### src/rtl/vdp_defs.sv
// Shared video-datapath definitions: FSM state encodings and the default
// geometry used by the frame-store memory, the frame reader and the display stage.
package vdp_defs;

  localparam int DW_DEF = 32;  // memory word width
  localparam int AW_DEF = 4;   // memory address width (16-word frame)
  localparam int PW_DEF = 4;   // pixel width

  typedef enum logic [1:0] {
    ST_IDLE  = 2'd0,
    ST_FETCH = 2'd1,
    ST_SHIFT = 2'd2,
    ST_DONE  = 2'd3
  } state_e;

endpackage

### src/rtl/px_shifter.sv
// Word-to-pixel serializer: holds one memory word and emits it PW bits at a
// time, least significant pixel first, while tracking the pixel index.
module px_shifter #(
  parameter int DW = 32,
  parameter int PW = 4
) (
  input  logic          c,
  input  logic          rst,
  input  logic          load,
  input  logic          shift,
  input  logic [DW-1:0] d,
  output logic [PW-1:0] px,
  output logic          last
);

  localparam int NPX = DW / PW;
  localparam int CW  = (NPX > 1) ? $clog2(NPX) : 1;

  logic [DW-1:0] shreg_q, shreg_d;
  logic [CW-1:0] pc_q, pc_d;

  // Next state: a load restarts the word, a shift drops the accepted pixel.
  always_comb begin
    shreg_d = shreg_q;
    pc_d    = pc_q;
    if (load) begin
      shreg_d = d;
      pc_d    = '0;
    end else if (shift) begin
      shreg_d = shreg_q >> PW;
      pc_d    = pc_q + CW'(1);
    end
  end

  // Register the shift register and pixel counter.
  always_ff @(posedge c) begin
    if (rst) begin
      shreg_q <= '0;
      pc_q    <= '0;
    end else begin
      shreg_q <= shreg_d;
      pc_q    <= pc_d;
    end
  end

  assign px   = shreg_q[PW-1:0];
  assign last = (pc_q == CW'(NPX - 1));

endmodule

### src/rtl/frame_reader.sv
// Frame reader: on start, fetches words 0..2^AW-1 from the frame store one at
// a time and streams their pixels out over a valid/ready handshake.
module frame_reader
  import vdp_defs::*;
#(
  parameter int DW = DW_DEF,
  parameter int AW = AW_DEF,
  parameter int PW = PW_DEF
) (
  input  logic          c,
  input  logic          rst,
  input  logic          start,
  output logic          busy,
  output logic          ld,
  output logic [AW-1:0] a,
  input  logic [DW-1:0] d,
  output logic [PW-1:0] px,
  output logic          px_valid,
  input  logic          px_ready,
  output logic          frame_done
);

  localparam logic [AW-1:0] WI_LAST = '1;

  state_e        state_q;
  logic [AW-1:0] wi_q;
  logic [AW-1:0] a_q;
  logic          busy_q, ld_q, px_valid_q, frame_done_q;
  logic          accept, last;

  // A pixel leaves only on a handshake; px_valid_q is high only in SHIFT.
  assign accept = px_valid_q & px_ready;

  px_shifter #(
    .DW(DW),
    .PW(PW)
  ) u_shifter (
    .c    (c),
    .rst  (rst),
    .load (state_q == ST_FETCH),
    .shift(accept),
    .d    (d),
    .px   (px),
    .last (last)
  );

  // Frame sequencing FSM with registered memory strobe, address and status outputs.
  always_ff @(posedge c) begin
    if (rst) begin
      state_q      <= ST_IDLE;
      wi_q         <= '0;
      a_q          <= '0;
      busy_q       <= 1'b0;
      ld_q         <= 1'b0;
      px_valid_q   <= 1'b0;
      frame_done_q <= 1'b0;
    end else begin
      case (state_q)
        ST_IDLE: begin
          ld_q         <= 1'b0;
          frame_done_q <= 1'b0;
          if (start) begin
            state_q <= ST_FETCH;
            wi_q    <= '0;
            a_q     <= '0;
            ld_q    <= 1'b1;
            busy_q  <= 1'b1;
          end
        end
        ST_FETCH: begin
          // The word is captured by the shifter at this edge.
          ld_q       <= 1'b0;
          px_valid_q <= 1'b1;
          state_q    <= ST_SHIFT;
        end
        ST_SHIFT: begin
          if (accept && last) begin
            px_valid_q <= 1'b0;
            if (wi_q == WI_LAST) begin
              state_q      <= ST_DONE;
              frame_done_q <= 1'b1;
            end else begin
              wi_q    <= wi_q + 1'b1;
              a_q     <= wi_q + 1'b1;
              ld_q    <= 1'b1;
              state_q <= ST_FETCH;
            end
          end
        end
        ST_DONE: begin
          // Park the address at 0 so the idle bus points at the frame start.
          frame_done_q <= 1'b0;
          busy_q       <= 1'b0;
          a_q          <= '0;
          state_q      <= ST_IDLE;
        end
        default: state_q <= ST_IDLE;
      endcase
    end
  end

  assign busy       = busy_q;
  assign ld         = ld_q;
  assign a          = a_q;
  assign px_valid   = px_valid_q;
  assign frame_done = frame_done_q;

endmodule

### config.mk
export PLATFORM = sky130hd
export DESIGN_NAME = frame_reader
export DESIGN_NICKNAME = d
export VERILOG_FILES = /design/src/rtl/vdp_defs.sv /design/src/rtl/px_shifter.sv /design/src/rtl/frame_reader.sv
export SDC_FILE = /design/constraint.sdc
export NUM_CORES = 1
export LEC_CHECK = 0
export BUFFER_PORTS_ARGS = -buffer_cell sky130_fd_sc_hd__buf_2
export CAP_MARGIN = 20
export CORE_AREA = 2 2 115 73
export CTS_BUF_LIST = sky130_fd_sc_hd__clkbuf_4 sky130_fd_sc_hd__clkbuf_8
export DETAILED_ROUTE_END_ITERATION = 16
export DIE_AREA = 0 0 117 75
export MAX_ROUTING_LAYER = met4
export PLACE_DENSITY = 0.55
export SYNTH_ARGS = -nofsm -noshare
export SYNTH_HDL_FRONTEND = slang
export SYNTH_HIERARCHICAL = 1
export SYNTH_SLANG_ARGS = --single-unit
### constraint.sdc
create_clock -name c -period 1.9 [get_ports c]
set_clock_uncertainty 0.05 [all_clocks]
set_input_delay 0.285 -clock c [delete_from_list [all_inputs] [get_ports c]]
set_output_delay 0.285 -clock c [all_outputs]
set_load 0.005 [all_outputs]
==> impl_metrics.py, run 1 <==
metrics = {
    "pwr": {
        "cellLeakagePower_uw": 0.00110,
        "powerDensity_mw_per_mm2": 1150,
        "peakVddDrop_v": 0.000377,
    },
    "clocking": {
        "cts_tree": "yes",
        "clock_path_buffers": 2,
        "root_buffer": "clkbuf_8",
        "h-tree-depth": 2,
        "cts-resized-gates": 0,
        "cts_setup_buffers": 0,
        "clock_latency_ns": 0.30,
        "clkSinkCount": 49,
        "holdBufCountCts": 0,
        "numCtsBuffers": 5,
        "path_clk_slew_ns": 0.10,
    },
    "timing": {
        "fmax_mhz": 557,
        "relSlewSlack_pct": 73.7,
        "tightest_slew_ns": 0.395,
        "finalCritPeriodShare_pct": 94.5,
        "setup_tns_ns": 0,
        "finalHoldViolations": 0,
        "report.final.slew_viol_count": 0,
        "rsz0062_at_grt": "no",
        "setup_violations": 0,
        "min_period_ns": 1.80,
    },
    "route": {
        "drt-wirelength-per-cell_microns": 12.9,
        "drt_pass1_iterations": 4,
        "top_layer": "met4",
        "vias": 1759,
        "wl_mm": 4.98,
        "wl_met1_mm": 2.80,
        "vias_per_cell": 4.57,
        "met2_length_mm": 1.99,
        "dr_wl_met3_microns": 156,
        "drtAntennaViolNets": 0,
        "drt_iter0_drc": 74,
        "drc": 0,
    },
    "critical_path": {
        "path_max_fanout": 7,
        "worst-path-stages": 6,
        "cp.required_ns": 2.04,
        "crit_type": "reg -> reg",
        "cp-end-kind": "register",
        "crit_buf_inv": 1,
        "critPathTopFamily": "compound AO/OA/AOI/OAI gates",
        "arrival_ns": 1.94,
        "slowest_delay_ns": 0.39,
        "critPathSlowestCell": "dfxtp_1",
        "rr_worst_depth": 6,
        "cp_cell_sequence": "inv_1 > ha_1 > and4_1 > a211oi_4 > a21oi_2 > a22o_1",
        "startpoint_type": "register",
    },
    "logic_synthesis": {
        "synth_top_family_by_area": "simple AND/OR/NAND/NOR gates",
        "syn_avg_cell_area_sq_um": 10.4,
        "synth_cells": 238,
        "synth_edf_count": 0,
        "synth_area_leaders": "dfxtp_1 40%, mux2i_1 13%, nor2b_1 7.6%, a211oi_1 7.3%, ha_1 3.5%",
        "seq_area_frac_synth_pct": 39.7,
        "synth_ff_type": "dfxtp_1",
        "synth_top_area_share_pct": 39.7,
        "yosysUniqueCellTypes": 44,
        "synth_common_cells": "49 x dfxtp_1, 31 x mux2i_1, 30 x nor2b_1",
        "synth_top_cell_by_area": "dfxtp_1",
        "synth_fa_ha_area_share_pct": 3.54,
        "yosysWarnings": 6,
        "synthSimpleGateAreaFrac_pct": 17.8,
        "syn_nets": 281,
        "synth_xor_area_share_pct": 1.06,
        "synth.most_common_cell": "dfxtp_1",
        "syn_area_sq_mm": 0.00247,
        "synth_compound_area_share_pct": 17.7,
        "muxShareOfSynthArea_pct": 12.5,
        "ys_async_sr_fraction_pct": 0,
        "ys_seq_elements": 49,
    },
    "layout": {
        "num-fill-cells": 789,
        "syn_to_final_growth_pct": 15.3,
        "drive_gt1_share_pct": 27.8,
        "antenna_cells": 0,
        "final_cell_count_no_fill": 385,
        "nNetsFinal": 319,
    },
    "floorplan": {
        "die_w_microns": 117,
        "die_h_microns": 75,
        "die_area_sq_mm": 0.00878,
        "ios": 48,
        "core_sq_mm": 0.00766,
        "initial_core_util_pct": 32.3,
        "rows": 25,
    },
    "grt": {
        "antenna_found_initial": 0,
        "first_global_vias": 1583,
        "grt_max_degree": 43,
        "grtUsageTotal_pct": 12.1,
        "grt_first_pass_wirelength_mm": 7.96,
        "grt.overflow.total": 0,
    },
    "hold_path": {
        "min_path_cells": 3,
        "hp-class": "in -> reg",
    },
    "place": {
        "gp_congestion": 0.854,
        "dp.cells": 377,
        "dp.final_hpwl_mm": 3.50,
        "io_buffers": 47,
    },
    "job": {
        "maxCapViolCount": 0,
    },
    "status": {
        "status": "finished, final reports clean",
    },
}
[worst reg2reg max path, delay by kind of cell (launching register included)]
family	cells	cell delay, ns
buffers and inverters	1	0.09
adder cells (fa/ha/maj)	1	0.28
flip-flops	1	0.39
AND/OR/NAND/NOR	1	0.25
AO/OA/AOI/OAI	3	0.63
[per-stage QoR]
step | area [sq um] | worst slack, ns | power, uW | hold WS (ns) | util [%]
3_3_place_gp | 2730 | 0.149 | 2530 | 0.385 | 35.6
6_report | 2850 | 0.104 | 3280 | 0.177 | 37.2
5_1_grt | 2850 | 0.0131 | 3510 | 0.178 | 37.2
3_5_place_dp | 2730 | 0.104 | 2530 | 0.391 | 35.6
4_1_cts | 2850 | 0.102 | 3330 | 0.170 | 37.2
2_1_floorplan | 2470 | 0.312 | 2320 | 0.380 | -
[report_power, final]
| group | leakage (uW) | internal (uW) | switching (uW) |
|---|---|---|---|
| sequential | 0.000402 | 1270 | 138 |
| clock | 0.0000574 | 429 | 354 |
| combinational | 0.000637 | 525 | 571 |
[state kept, by name (all words and copies together) (netlist names)]
name               flops
u_shifter/shreg_q     32
state_q                2
frame_done             1
ld                     1
a                      4
busy                   1
px_valid               1
u_shifter/pc_q         3
wi_q                   4
[routing by layer]
layer	GRT usage, %	vias up
li1	-	932
met1	17.6	806
met2	16.6	19
met3	2.82	2
met4	3.14	0
met5	-	-
[logic make-up (layout without fill, tap and decap cells)]
family	count (synthesis)	after routing
buffers and inverters	25	64
DFF	49	49
and+or+nand+nor	69	69
AOI/OAI and AO/OA	54	54
adders and majority gates	7	7
xor gates and xnor gates	3	3
muxes	31	31
[layout by cell type, fill, tap and decap left out, types with 2 or more instances in the layout]
| cell type | Yosys | final |
|---|---|---|
| or3b_1 | 4 | 4 |
| buf_12 | 3 | 2 |
| nand2_1 | 4 | 4 |
| a211oi_2 | 6 | 6 |
| xnor2_1 | 2 | 2 |
| nor2b_1 | 30 | 30 |
| a21oi_1 | 8 | 8 |
| a22o_1 | 3 | 3 |
| inv_1 | 3 | 3 |
| a21o_1 | 3 | 3 |
| mux2i_1 | 31 | 31 |
| nand3b_1 | 2 | 2 |
| a21oi_2 | 2 | 2 |
| a211oi_1 | 24 | 24 |
| ha_1 | 7 | 7 |
| nor2_1 | 10 | 10 |
| nand3_1 | 4 | 4 |
| clkbuf_8 | 0 | 6 |
| buf_4 | 5 | 3 |
| dfxtp_1 | 49 | 49 |
| nor3_1 | 4 | 4 |
| buf_2 | 5 | 47 |
[area by class of cell]
| class | count | area [sq um] | area share, % |
|---|---|---|---|
| Clock buffer | 6 | 82.6 | 2.90 |
| Clock inverter | 2 | 37.5 | 1.32 |
| Multi-Input combinational cell | 164 | 1300 | 45.6 |
| Timing Repair Buffer | 52 | 298 | 10.4 |
| Tap cell | 108 | 135 | 4.74 |
| Sequential cell | 49 | 981 | 34.4 |
| Inverter | 4 | 17.5 | 0.614 |
[path summary, 6_finish.rpt]
path                   start                     to  slack [ns]
setup / recovery  state_q[0]                   a[2]        0.10
hold / removal         d[29]  u_shifter/shreg_q[29]        0.18
setup reg to reg  state_q[0]                   a[2]        0.10
hold reg to reg         a[0]                   a[0]        0.42
(Power assumes the default switching activity.)
==> inputs of run 2 (changes only) <==
- CORE_AREA: 2 2 115 73 -> 2 2 112 70
- DIE_AREA: 0 0 117 75 -> 0 0 114 72
- PLACE_DENSITY: 0.55 -> 0.56
- SYNTH_HIERARCHICAL: 1 -> unset
==> run 2 against run 1 <==
Final cell count is 4.4% lower; wire length is 2.2% higher; die area is 6.5% lower; hold slack worse by 0.022 ns; critical path depth stayed put; total power is 4.3% lower; critical endpoint is now wi_q[3]; highest routed layer unchanged.
==> impl_metrics.py, run 2 <==
metrics = {
    "critical_path": {
        "path_max_fanout": 11,
        "cp-end-kind": "register",
        "startpoint_type": "register",
        "crit_type": "reg -> reg",
        "arrival_ns": 1.92,
        "cp.required_ns": 2.09,
    },
    "grt": {
        "first_global_vias": 1725,
        "antenna_found_initial": 0,
        "grt.overflow.total": 0,
        "grt_first_pass_wirelength_mm": 8.42,
        "grtUsageTotal_pct": 13.7,
        "grt_max_degree": 41,
    },
    "layout": {
        "drive_gt1_share_pct": 35.4,
        "fin_util_pct": 38.8,
        "final_common_cell": "dfxtp_1",
        "largest_reg_flops": 32,
        "layout_common_cells": "48 x dfxtp_1, 47 x buf_2, 36 x nor2_1, 30 x mux2i_1, 28 x mux2_2",
        "syn_to_final_growth_pct": 19.7,
        "nNetsFinal": 319,
        "postLayoutCellArea_sq_mm": 0.00278,
        "antenna_cells": 0,
        "top_register": "u_shifter.shreg_q",
    },
    "timing": {
        "relSlewSlack_pct": 71.6,
        "tightest_slew_ns": 0.427,
        "report.final.slew_viol_count": 0,
        "setup_violations": 0,
        "min_period_ns": 1.73,
        "finalCritPeriodShare_pct": 90.9,
        "setup_tns_ns": 0,
        "fmax_mhz": 579,
        "rsz0062_at_grt": "no",
        "setup_slack_ns": 0.173,
        "finalHoldViolations": 0,
    },
    "logic_synthesis": {
        "yosysWarnings": 0,
        "synth_common_cells": "49 x dfxtp_1, 36 x nor2_1, 30 x mux2i_1",
        "yosysUniqueCellTypes": 33,
        "syn_nets": 279,
        "ys_seq_elements": 49,
        "synth_edf_count": 0,
        "seq_area_frac_synth_pct": 42.3,
        "ys_async_sr_fraction_pct": 0,
        "synth_ff_type": "dfxtp_1",
        "synth_top_cell_by_area": "dfxtp_1",
        "synth_compound_area_share_pct": 7.77,
        "synth_area_leaders": "dfxtp_1 42%, mux2_2 14%, mux2i_1 13%, nor2_1 5.8%, ha_1 3.8%",
        "synthSimpleGateAreaFrac_pct": 13.3,
        "synth.most_common_cell": "dfxtp_1",
        "synth_xor_area_share_pct": 1.13,
        "synth_top_area_share_pct": 42.3,
        "synth_fa_ha_area_share_pct": 3.78,
        "muxShareOfSynthArea_pct": 26.6,
        "synth_top_family_by_area": "multiplexers",
        "synth_cells": 236,
        "syn_area_sq_mm": 0.00232,
        "syn_avg_cell_area_sq_um": 9.82,
    },
    "place": {
        "gp_congestion": 0.826,
        "pre_cts_slack_ns": 0.0310,
        "dpl-instance-area_sq_mm": 0.00264,
        "io_buffers": 47,
        "dp.final_hpwl_mm": 3.60,
    },
    "clocking": {
        "root_buffer": "clkbuf_8",
        "h-tree-depth": 2,
        "numCtsBuffers": 5,
        "path_clk_slew_ns": 0.09,
        "clkSinkCount": 49,
        "clock_latency_ns": 0.31,
        "cts_setup_buffers": 0,
        "clock_path_buffers": 2,
        "cts_tree": "yes",
    },
    "floorplan": {
        "initial_core_util_pct": 32.4,
        "die_w_microns": 114,
        "die_h_microns": 72,
        "ios": 48,
        "core_sq_mm": 0.00715,
        "die_area_sq_mm": 0.00821,
        "rows": 24,
    },
    "hold_path": {
        "hp-class": "in -> reg",
    },
    "route": {
        "drc": 0,
        "drt_iter0_drc": 69,
        "drtAntennaViolNets": 0,
        "drt_pass1_iterations": 4,
        "vias": 1754,
        "vias_per_cell": 4.77,
        "drt-wirelength-per-cell_microns": 13.8,
        "wl_mm": 5.09,
    },
    "pwr": {
        "powerDensity_mw_per_mm2": 1130,
        "peakVddDrop_v": 0.000363,
        "cellLeakagePower_uw": 0.00121,
    },
    "job": {
        "maxCapViolCount": 0,
    },
    "status": {
        "status": "finished, final reports clean",
    },
}
==> run 2: cells by family after synthesis <==
group                      count (synthesis)
AOI/OAI and AO/OA                         30
xor gates and xnor gates                   3
adders and majority gates                  7
buffers and inverters                     23
DFF                                       49
muxes                                     58
and+or+nand+nor                           66
==> run 2: cell type report <==
| type | count | area (sq um) |
|---|---|---|
| multi-input cells | 164 | 1230 |
| flip-flops and latches | 49 | 982 |
| repair buffers | 52 | 310 |
| clock buffers | 6 | 82.6 |
| inverters | 4 | 15.0 |
| well taps | 91 | 114 |
| clock inverters | 2 | 37.5 |
| fillers | 751 | 4370 |
==> run 2: worst paths after layout <==
path                                 start                    end  slack [ns]  depth (start not counted)
worst max-delay path            state_q[0]                wi_q[3]        0.17                          6
worst min-delay path                 d[21]  u_shifter.shreg_q[21]        0.16                          3
worst max register to register  state_q[0]                wi_q[3]        0.17                          6
worst min register to register        a[3]                   a[3]        0.44                          2
==> run 2: critical path: stages (launching register included) <==
cell      delay [ns]
dfxtp_2         0.37
inv_1           0.07
ha_1            0.28
nand4_1         0.20
o211ai_4        0.16
or3_1           0.39
a21oi_1         0.13
==> run 2: through the flow <==
stage	hold slack (ns)	std cells	total power, uW
after floorplan	0.380	236	2090
after global placement	0.415	360	2340
after detailed placement	0.423	360	2370
after CTS	0.137	368	3170
after global routing	0.145	368	3370
final	0.155	368	3140
==> run 2: power breakdown <==
part           internal, uW  switching [uW]  total, uW  leakage, uW
clock                   428             360        788    0.0000574
sequential             1200             106       1310     0.000400
combinational           536             510       1050     0.000750
total                  2160             976       3140      0.00121
==> run 2: what timing repair did <==
| item | 4_1_cts | 5_1_grt |
|---|---|---|
| resized for setup | 0 | 4 |
| hold buffers | 0 | 0 |
| setup endpoints to repair | 0 | 8 |
==> run 2: metal layers <==
layer | wire length [microns] | global-route usage (%) | vias up
met5 | 0 | - | -
met4 | 43 | 3.25 | 0
met3 | 354 | 4.18 | 6
met2 | 2090 | 19.0 | 46
met1 | 2600 | 19.3 | 809
li1 | - | - | 893
==> inputs of run 3 (changes only) <==
- CAP_MARGIN: 20 -> 10
- CORE_AREA: 2 2 112 70 -> 2 2 63 124
- DIE_AREA: 0 0 114 72 -> 0 0 65 126
- PLACE_DENSITY: 0.56 -> 0.55
==> run 3 against run 2 <==
Hold slack worse by 0.0014 ns; clock power barely moved; die area fell by 0.22%; sequential cell count is the same; cell area up 0.41%; worst setup slack got worse by 0.072 ns; maximum frequency down 4.0%; sequential power is essentially flat; final cell count grew 0.82%; wire length increased by 0.55%; global-route usage is essentially flat; register-to-register slack lost 0.07 ns; highest routed layer unchanged.
==> impl_metrics.py, run 3 (synthesis results as in run 2) <==
metrics = {
    "floorplan": {
        "die_h_microns": 126,
        "core_sq_mm": 0.00721,
        "initial_core_util_pct": 32.1,
        "rows": 44,
        "die_area_sq_mm": 0.00819,
        "ios": 48,
        "die_w_microns": 65,
    },
    "layout": {
        "layout_common_cells": "49 x dfxtp_1, 47 x buf_2, 36 x nor2_1, 30 x mux2i_1, 28 x mux2_2",
        "largest_reg_flops": 32,
        "final_common_cell": "dfxtp_1",
        "syn_to_final_growth_pct": 20.2,
        "fin_util_pct": 38.6,
        "nNetsFinal": 321,
        "final_cell_count_no_fill": 371,
        "top_register": "u_shifter.shreg_q",
        "antenna_cells": 0,
        "drive_gt1_share_pct": 35.1,
    },
    "grt": {
        "antenna_found_initial": 0,
        "first_global_vias": 1733,
        "grtUsageTotal_pct": 13.6,
        "grt_max_degree": 41,
        "grt.overflow.total": 0,
        "grt_first_pass_wirelength_mm": 8.24,
    },
    "clocking": {
        "h-tree-depth": 2,
        "clock_path_buffers": 2,
        "cts-resized-gates": 0,
        "numCtsBuffers": 5,
        "root_buffer": "clkbuf_8",
        "clkSinkCount": 49,
        "cts_setup_buffers": 0,
        "path_clk_slew_ns": 0.09,
        "clock_latency_ns": 0.31,
        "cts_tree": "yes",
        "holdBufCountCts": 0,
    },
    "status": {
        "status": "finished, final reports clean",
    },
    "timing": {
        "min_period_ns": 1.80,
        "fmax_mhz": 556,
        "report.final.slew_viol_count": 0,
        "finalHoldViolations": 0,
        "rsz0062_at_grt": "no",
        "finalCritPeriodShare_pct": 94.7,
        "tightest_slew_ns": 0.400,
        "relSlewSlack_pct": 73.3,
        "setup_tns_ns": 0,
        "setup_violations": 0,
    },
    "route": {
        "vias_per_cell": 4.82,
        "drtAntennaViolNets": 0,
        "wl_mm": 5.12,
        "drt-wirelength-per-cell_microns": 13.8,
        "drc": 0,
        "vias": 1787,
        "drt_iter0_drc": 115,
        "drt_pass1_iterations": 4,
    },
    "pwr": {
        "peakVddDrop_v": 0.000486,
        "powerDensity_mw_per_mm2": 1130,
        "cellLeakagePower_uw": 0.00122,
    },
    "critical_path": {
        "arrival_ns": 1.99,
        "startpoint_type": "register",
        "path_max_fanout": 9,
        "crit_type": "reg -> reg",
        "cp-end-kind": "register",
        "cp.required_ns": 2.09,
    },
    "place": {
        "gp_congestion": 0.791,
        "io_buffers": 47,
        "dp.final_hpwl_mm": 3.71,
        "dp.cells": 363,
    },
    "job": {
        "maxCapViolCount": 0,
    },
    "hold_path": {
        "hp-class": "in -> reg",
    },
}
==> run 3: cell types whose count changed in the layout (fill, tap and decap cells not counted) <==
cell and delta:
buf_4 +2, dfxtp_2 -1, dfxtp_1 +1, or2b_4 -1, or2b_1 +1
==> run 3: metrics by stage <==
stage	hold slack, ns	setup slack, ns	cell area [sq um]	total power, uW
5_1_grt	0.146	0.00254	2790	3350
6_report	0.154	0.101	2790	3140
4_1_cts	0.141	0.0584	2780	3190
2_1_floorplan	0.380	0.224	2320	2090
3_5_place_dp	0.421	0.0806	2660	2380
3_3_place_gp	0.411	0.182	2660	2360
==> run 3: critical path, cell delays in order, from the launching register on <==
cell and delay (ns):
dfxtp_1 0.42, inv_1 0.09, ha_1 0.22, or2b_1 0.27, o211ai_4 0.15, or3_1 0.38
a21oi_1 0.15
==> run 3: worst paths after layout <==
check	startpoint	endpoint	slack [ns]	cells after the start
max	state_q[0]	wi_q[3]	0.10	6
min	d[17]	u_shifter.shreg_q[17]	0.15	3
max reg2reg	state_q[0]	wi_q[3]	0.10	6
min reg2reg	a[2]	a[2]	0.43	2
==> run 3: report_power, final <==
group          total, uW  switching [uW]  internal, uW  leakage, uW
clock                788             360           428    0.0000574
sequential          1300             102          1200     0.000400
combinational       1050             506           548     0.000759
==> run 3: layout make-up <==
cell class / count / area (sq um)
multi-input combinational: 164 / 1230
clock inverter: 2 / 37.5
clock buffer: 6 / 82.6
inverter: 4 / 15.0
tap: 92 / 115
fill: 735 / 4430
sequential: 49 / 981
timing repair buffer: 54 / 325
==> run 3: per-layer routing <==
layer  track usage, %  vias to the layer above  wire length (microns)  share of wire, %
met4             6.38                        0                     72               1.4
met5                -                        -                      0                 0
met1             14.1                      836                   2020                39
met3             3.04                        8                    207               4.0
li1                 -                      898                      -                 -
met2             23.8                       45                   2830                55
